<file path="config.mk">
export PLATFORM = sky130hd
export DESIGN_NAME = vector_input_buffer
export DESIGN_NICKNAME = d
export VERILOG_FILES = /design/src/rtl/vib_pkg.sv /design/src/rtl/vib_storage.sv /design/src/rtl/vector_input_buffer.sv
export SDC_FILE = /design/constraint.sdc
export NUM_CORES = 1
export LEC_CHECK = 0
export ABC_AREA = 0
export CORE_AREA = 2 2 314 316
export CTS_BUF_LIST = sky130_fd_sc_hd__clkbuf_8 sky130_fd_sc_hd__clkbuf_16
export DETAILED_ROUTE_END_ITERATION = 7
export DIE_AREA = 0 0 316 318
export PLACE_DENSITY = 0.74
export SLEW_MARGIN = 5
export SYNTH_ARGS = -nofsm -noshare
export SYNTH_HDL_FRONTEND = slang
export SYNTH_HIERARCHICAL = 1
export SYNTH_SLANG_ARGS = --single-unit
</file>
<file path="constraint.sdc">
create_clock -name clk -period 62.3 [get_ports clk]
set_input_delay 12.46 -clock clk [delete_from_list [all_inputs] [get_ports clk]]
set_output_delay 12.46 -clock clk [all_outputs]
set_load 0.02 [all_outputs]
</file>
<file path="src/rtl/vib_pkg.sv">
// Shared width helpers for the vector input buffer.
// Entry layout is {eof, packed vector}; lane i sits at bits [i*DATA_WIDTH +: DATA_WIDTH].
package vib_pkg;

    // Pointer width for a storage array of the given depth.
    function automatic int unsigned ptr_w(input int unsigned depth);
        return (depth > 1) ? int'($clog2(depth)) : 1;
    endfunction

    // Occupancy width: must represent 0..depth inclusive.
    function automatic int unsigned cnt_w(input int unsigned depth);
        return int'($clog2(depth)) + 1;
    endfunction

    // Packed entry width for N lanes of DATA_WIDTH bits plus the eof flag.
    function automatic int unsigned entry_w(input int unsigned n, input int unsigned data_width);
        return n * data_width + 1;
    endfunction

endpackage

</file>
<file path="src/rtl/vib_storage.sv">
// Simple dual-port register array: synchronous write, asynchronous read.
module vib_storage #(
    parameter int unsigned WIDTH = 33,
    parameter int unsigned DEPTH = 4
) (
    input  logic                       clk,
    input  logic                       we_i,
    input  logic [$clog2(DEPTH)-1:0]   waddr_i,
    input  logic [WIDTH-1:0]           wdata_i,
    input  logic [$clog2(DEPTH)-1:0]   raddr_i,
    output logic [WIDTH-1:0]           rdata_o
);

    logic [WIDTH-1:0] mem_q [DEPTH];

    // Contents are never reset; occupancy tracking decides what is valid.
    always_ff @(posedge clk) begin
        if (we_i) begin
            mem_q[waddr_i] <= wdata_i;
        end
    end

    assign rdata_o = mem_q[raddr_i];

endmodule

</file>
<file path="src/rtl/vector_input_buffer.sv">
// Circular FIFO of N-lane vectors with a registered output stage, dequeue handshake,
// occupancy status and sticky overflow / saturating drop statistics.
module vector_input_buffer
    import vib_pkg::*;
#(
    parameter int unsigned N          = 8,
    parameter int unsigned DATA_WIDTH = 32,
    parameter int unsigned IB_DEPTH   = 4,
    parameter int unsigned CNT_WIDTH  = 16
) (
    input  logic                        clk,
    input  logic                        rst,
    input  logic                        enqueue,
    input  logic                        eof_in,
    input  logic [DATA_WIDTH-1:0]       vector_in [N-1:0],
    input  logic                        dequeue,
    input  logic                        clear_stats,
    output logic                        valid_out,
    output logic                        eof_out,
    output logic [DATA_WIDTH-1:0]       vector_out [N-1:0],
    output logic                        full,
    output logic                        empty,
    output logic [$clog2(IB_DEPTH):0]   count,
    output logic                        overflow,
    output logic [CNT_WIDTH-1:0]        drop_count
);

    localparam int unsigned PTR_W = ptr_w(IB_DEPTH);
    localparam int unsigned CNT_W = cnt_w(IB_DEPTH);
    localparam int unsigned VEC_W = N * DATA_WIDTH;
    localparam int unsigned ENT_W = entry_w(N, DATA_WIDTH);

    typedef struct packed {
        logic             eof;
        logic [VEC_W-1:0] vec;
    } entry_t;

    logic [PTR_W-1:0]     head_q, head_d;
    logic [PTR_W-1:0]     tail_q, tail_d;
    logic [CNT_W-1:0]     count_q, count_d;
    logic                 valid_q, valid_d;
    logic                 eof_q, eof_d;
    logic [VEC_W-1:0]     vec_q, vec_d;
    logic                 ovf_q, ovf_d;
    logic [CNT_WIDTH-1:0] drop_q, drop_d;

    logic [VEC_W-1:0]     in_vec_c;
    entry_t               wr_entry_c;
    entry_t               rd_entry_c;
    logic [ENT_W-1:0]     rd_data_c;

    logic full_c, empty_c;
    logic accept_c, drop_c, pop_c, load_c;

    // Lane packing between the unpacked ports and the stored form.
    for (genvar i = 0; i < N; i++) begin : g_lanes
        assign in_vec_c[i*DATA_WIDTH +: DATA_WIDTH] = vector_in[i];
        assign vector_out[i] = vec_q[i*DATA_WIDTH +: DATA_WIDTH];
    end

    assign full_c  = (count_q == CNT_W'(IB_DEPTH));
    assign empty_c = (count_q == CNT_W'(0));

    // Full is sampled at the edge, so a same-cycle pop never rescues an enqueue.
    assign accept_c = enqueue && !full_c;
    assign drop_c   = enqueue && full_c;
    assign pop_c    = valid_q && dequeue;
    assign load_c   = !empty_c && (!valid_q || pop_c);

    assign wr_entry_c = '{eof: eof_in, vec: in_vec_c};
    assign rd_entry_c = entry_t'(rd_data_c);

    vib_storage #(
        .WIDTH (ENT_W),
        .DEPTH (IB_DEPTH)
    ) u_storage (
        .clk     (clk),
        .we_i    (accept_c),
        .waddr_i (head_q),
        .wdata_i (wr_entry_c),
        .raddr_i (tail_q),
        .rdata_o (rd_data_c)
    );

    // Next-state for pointers, occupancy, output stage and statistics.
    always_comb begin
        head_d  = head_q;
        tail_d  = tail_q;
        count_d = count_q;
        valid_d = valid_q;
        eof_d   = eof_q;
        vec_d   = vec_q;
        ovf_d   = ovf_q;
        drop_d  = drop_q;

        if (accept_c) begin
            head_d = head_q + PTR_W'(1);
        end

        if (load_c) begin
            tail_d  = tail_q + PTR_W'(1);
            valid_d = 1'b1;
            eof_d   = rd_entry_c.eof;
            vec_d   = rd_entry_c.vec;
        end else if (pop_c) begin
            valid_d = 1'b0;
        end

        case ({accept_c, load_c})
            2'b10:   count_d = count_q + CNT_W'(1);
            2'b01:   count_d = count_q - CNT_W'(1);
            default: count_d = count_q;
        endcase

        if (clear_stats) begin
            ovf_d  = 1'b0;
            drop_d = '0;
        end else if (drop_c) begin
            ovf_d = 1'b1;
            if (drop_q != {CNT_WIDTH{1'b1}}) begin
                drop_d = drop_q + CNT_WIDTH'(1);
            end
        end
    end

    always_ff @(posedge clk or posedge rst) begin
        if (rst) begin
            head_q  <= '0;
            tail_q  <= '0;
            count_q <= '0;
            valid_q <= 1'b0;
            eof_q   <= 1'b0;
            vec_q   <= '0;
            ovf_q   <= 1'b0;
            drop_q  <= '0;
        end else begin
            head_q  <= head_d;
            tail_q  <= tail_d;
            count_q <= count_d;
            valid_q <= valid_d;
            eof_q   <= eof_d;
            vec_q   <= vec_d;
            ovf_q   <= ovf_d;
            drop_q  <= drop_d;
        end
    end

    assign valid_out  = valid_q;
    assign eof_out    = eof_q;
    assign full       = full_c;
    assign empty      = empty_c;
    assign count      = count_q;
    assign overflow   = ovf_q;
    assign drop_count = drop_q;

endmodule

</file>
; Yosys cells after proc, flatten, opt, wreduce, memory -nomap -nowiden
; Memory sizes are Yosys's and may differ from the RTL's. A register that Yosys moved wholly into a read port is not among the register bits.
; Index checks and enable logic that the tools add are counted.
[op_classes]
add_sub_neg = 5
n_eq_ne = 4
muxes = 10
reduce_logical = 14
[ops]
columns = op, count
row1 = $mux 16, 3
row2 = $add 16x1->16 const B, 1
row3 = $ne 16x16->1 const B, 1
row4 = $reduce_bool 2->1, 4
row5 = $mux 1, 6
row6 = $pmux 3 s2, 1
row7 = $add 2x1->2 const B, 2
row8 = $logic_and 1x1->1, 4
row9 = $add 3x1->3 const B, 1
row10 = $eq 3x3->1 const B, 1
row11 = $logic_not 1->1, 3
row12 = $logic_not 3->1, 1
row13 = $sub 3x1->3 const B, 1
row14 = $eq 2x1->1 const B, 1
row15 = $eq 2x2->1 const B, 1
row16 = $reduce_and 2->1, 1
row17 = $logic_or 1x1->1, 1
[totals]
regBits = 25
ram_bits = 1028
input_bits = 262
out_inout_bits = 280
word_cells = 40
n_memories = 1
[mem_list]
columns = memory, depth, word_bits, read_ports, rd_ports_with_merged_regs, write_ports, line_no
row1 = u_storage.mem_q, 4, 257, 1, 1, 1, vib_storage.sv:14  ; logic [WIDTH-1:0] mem_q [DEPTH];

; Longest topological paths before layout
[logic_depth]
depth_word = 5
mapped_depth = 10
ltp_nobuf = 8

; Modules after synthesis
; Netlist, hierarchy kept.
[modules_own_cells]
columns = module, n_inst, cells_per_inst, area_per_inst_um2, seq_area_each_um2
row1 = vib_storage, 1, 1347, 37340.8, 30869.6
row2 = vector_input_buffer, 1, 676, 10822.9, 7056.8

; Worst setup path before layout
; No wires, ideal clock.
[synth_path]
path_type = input-to-reg
start = input enqueue
end = memory u_storage/mem_q[0][0] (netlist name), enable pin
setup_time_ns = 1.241
arrival_time_ns = 31.043
setup_slack_ns = 30.016
stages = 3
path_buffers = 0
path_cell_list = nand2b_1 inv_1 nor3b_1
[synth_via]
elab_chain_cells = 3
[synth_rtl]
columns = item, line_no
row1 = "start, declared", vector_input_buffer.sv:13  ; input logic enqueue,
row2 = $logic_and 1x1->1, vector_input_buffer.sv:65  ; assign accept_c = enqueue && !full_c;
row3 = via accept_c, vector_input_buffer.sv:53  ; logic accept_c, drop_c, pop_c, load_c;
row4 = $mux 1, vib_storage.sv:18  ; if (we_i) begin
row5 = $mux 1 (not written as such), vib_storage.sv:19  ; mem_q[waddr_i] <= wdata_i;
row6 = "end, declared", vib_storage.sv:14
; The timed path passes the listed nets, and every way through them passes these cells.

; Worst setup path after layout
[layout_path]
start = input enqueue
end = memory u_storage/mem_q[1][101] (netlist name), enable pin
; The elaborated chain is that of the path after synthesis.

==> results.sh <==
export IMPL_drc=0
export IMPL_synth_area_per_cell_um2=23.8
export IMPL_rr_worst_depth=5
export IMPL_port_buffers=541
export IMPL_clock_sinks=1310
export IMPL_clkPwrFrac_pct=27.3
export IMPL_grt_pass1_wl_um=150000
export IMPL_ant_nets=0
export IMPL_clkLatencyLatePin_ns=0.72
export IMPL_power_frac_seq_pct=43.2
export IMPL_syn_to_final_growth_pct=23.1
export IMPL_cts_tree="done"
export IMPL_synthArstFlopShare_pct=21.5
export IMPL_seq_area_frac_synth_pct=78.7
export IMPL_power_density_nw_per_um2=50.6
export IMPL_cts_buffers=133
export IMPL_yosysTopAreaCell="edfxtp_1"
export IMPL_crit_path_max_fanout=60
export IMPL_grt_pass1_vias=24200
export IMPL_drt_first_iter_violations=1673
export IMPL_crit_type="in -> reg"
export IMPL_dp_slack_ns=46.22
export IMPL_rows=115
export IMPL_cts_repair_resized=0
export IMPL_grt_overflow=0
export IMPL_grt_max_degree=142
export IMPL_finalNetCount=2903
export IMPL_hold_buffers=0
export IMPL_peakVddDrop_uv=40.6
export IMPL_drv_cap=0
export IMPL_worst_ep_arrival_time_ns=15.71
export IMPL_power_frac_comb_pct=29.6
export IMPL_fmax_mhz=65.0
export IMPL_vias=22400
export IMPL_required_ns=62.63
export IMPL_synth_seq_cells=1310
export IMPL_ys_types=44
export IMPL_fp_coreArea_um2=97400
export IMPL_holdPathStages=1
export IMPL_synth_flop_cell="edfxtp_1"
export IMPL_clock_root_buffer="clkbuf_16"
export IMPL_initial_core_util_pct=49.4
export IMPL_dp_cells=3790
export IMPL_synth_edf_count=1028
export IMPL_finalClockSkew_ns=0.0243
export IMPL_syn_nets=2288
export IMPL_die_height_um=318
export IMPL_ioPinCount=542
export IMPL_leakage_nw=20.3
export IMPL_dp_hpwl_um=58200
export IMPL_wirelength_um=99300
export IMPL_clk_path_buf_depth=3
export IMPL_wl_per_cell_um=24.5
export IMPL_worst_slew_pin_slew_ns=1.35
export IMPL_cp_start_kind="input pin"
export IMPL_synth_cells=2023
export IMPL_hold_viol_final=0
export IMPL_intPower_mw=2.13
export IMPL_antenna_found_initial=30
export IMPL_die_w_um=316
export IMPL_htree_levels=4
export IMPL_cts_setup_buffers=0
export IMPL_period_minus_slack_ns=15.38
export IMPL_grt_usage_pct=20.1
export IMPL_synth_area_top_cells="edfxtp_1 (64%), dfrtp_1 (15%), mux4_2 (12%), mux2_2 (4.1%), mux2_1 (2.0%)"
export IMPL_drive_gt1_share_pct=24.5
export IMPL_final_cells=4048
export IMPL_min_path_type="reg -> reg"
export IMPL_gp_congestion=0.798
export IMPL_status="complete, no violations"
export IMPL_setup_ws_ns=46.92
export IMPL_fin_crit_sh_pct=24.7
export IMPL_netlist_area_um2=48200
export IMPL_synth_top_area_share_pct=64.1
export IMPL_cp_end_kind="flip-flop"
export IMPL_dieArea_um2=100000
export IMPL_fin_setup_tns_ns=0
export IMPL_synth_yosys_warnings=6
export IMPL_maxSlewViolCount=0
export IMPL_firstDrtPassIters=5
export IMPL_swShare_pct=29.0
export IMPL_grt_setup_unrepaired="false"
export IMPL_total_power_mw=3.00
export IMPL_postPlaceCellArea_um2=54700
export IMPL_relSlewSlack_pct=10.2
export IMPL_clk_pin_slew_ns=0.05
export IMPL_setup_viol=0
export IMPL_via_per_inst=5.54
export IMPL_p_sw_uw=871
export IMPL_finalInstanceArea_um2=59300
-- layout by cell type, fill, tap and decap left out, types with 3 or more instances in the layout --
master / n
edfxtp_1: 1028
clkdlybuf4s50_1: 541
dfrtp_1: 280
mux4_2: 257
mux2_2: 176
clkbuf_16: 140
mux2_1: 85
inv_1: 39
buf_4: 25
bufinv_16: 18
clkinv_2: 16
clkinv_1: 14
diode_2: 13
clkbuf_8: 11
nor2_1: 9
a21oi_1: 8
nand4_1: 7
o21ai_0: 7
nand2_1: 7
or3_1: 6
xnor2_1: 5
nor2b_1: 5
inv_6: 5
clkinvlp_4: 5
xor2_1: 4
nand2b_1: 3
nand3_1: 3
and3_1: 3
and4_1: 3
nor3_1: 3
clkinv_8: 3
buf_12: 3
-- kinds of logic after synthesis --
kind of cell | Yosys count | synth area share [%]
flops | 1310 | 78.7
xor+xnor | 9 | 0.164
simple gates | 62 | 0.837
buf+inv | 98 | 1.75
mux | 520 | 18.2
fa+ha+maj | 3 | 0.0935
compound gates | 21 | 0.255
-- cell usage after synthesis, types with 4 or more instances --
library cell,number
nand2_1,7
nand4_1,7
mux2_1,85
inv_1,9
xnor2_1,5
buf_2,53
dfrtp_1,282
or3_1,6
a21oi_1,8
buf_6,5
mux2_2,176
o21ai_0,7
mux4_2,257
nor2_1,9
and3_1,4
edfxtp_1,1028
nor2b_1,5
clkbuf_1,5
buf_12,22
xor2_1,4
-- worst paths after layout --
check                                     from                       to  slack (ns)
max in group asynchronous                  rst           vector_out[45]       48.42
worst max-delay path                   enqueue  u_storage/mem_q[1][101]       46.92
min in group asynchronous                  rst          vector_out[156]       12.33
worst min register to register  vector_out[96]           vector_out[96]        0.48
worst min-delay path            vector_out[96]           vector_out[96]        0.48
worst max register to register       tail_q[0]           vector_out[66]       57.56
-- metal layers --
metal	up-vias	track usage [%]	part of all wire [%]
met2	734	32.0	50
met1	11900	26.1	39
met3	169	6.58	8.3
li1	9607	-	-
met4	36	6.80	2.4
met5	-	0	0.25
-- final cells by class --
class	count	area, um2
Multi-Input combinational cell	615	9420
Clock inverter	94	948
Timing Repair Buffer	569	5660
Inverter	9	41.3
Fill cell	6641	38100
Sequential cell	1310	37900
Tap cell	1287	1610
Antenna cell	13	32.5
Clock buffer	151	3650
-- state kept, by name, indices dropped and copies added (netlist names) --
| register | cells |
|---|---|
| u_storage/mem_q | 1028 |
| vector_out | 256 |
| drop_count | 16 |
| count | 3 |
| head_q | 2 |
| tail_q | 2 |
| eof_out | 1 |
| overflow | 1 |
| valid_out | 1 |
-- worst max-delay path, stage by stage --
cell and delay (ns):
clkdlybuf4s50_1 0.51, nand2b_1 0.13, inv_1 0.16, and3b_4 0.63, buf_4 0.79, buf_4 0.84
-- metrics by stage --
step / hold slack (ns) / util (%)
5_1_grt: 0.509 / 60.9
2_1_floorplan: 0.440 / -
3_5_place_dp: 0.474 / 56.1
4_1_cts: 0.487 / 60.8
3_3_place_gp: 0.466 / 56.1
6_report: 0.480 / 60.9
-- power groups by stage --
stage | logic, mW | registers [mW] | clock network [mW]
detailed placement | 0.898 | 1.31 | 0
finish | 0.888 | 1.30 | 0.818
CTS | 0.904 | 1.30 | 0.836
floorplan | 0.491 | 1.43 | 0
global placement | 0.881 | 1.30 | 0
global route | 0.944 | 1.32 | 0.871
Note: power is estimated with default switching activity, not from simulation.
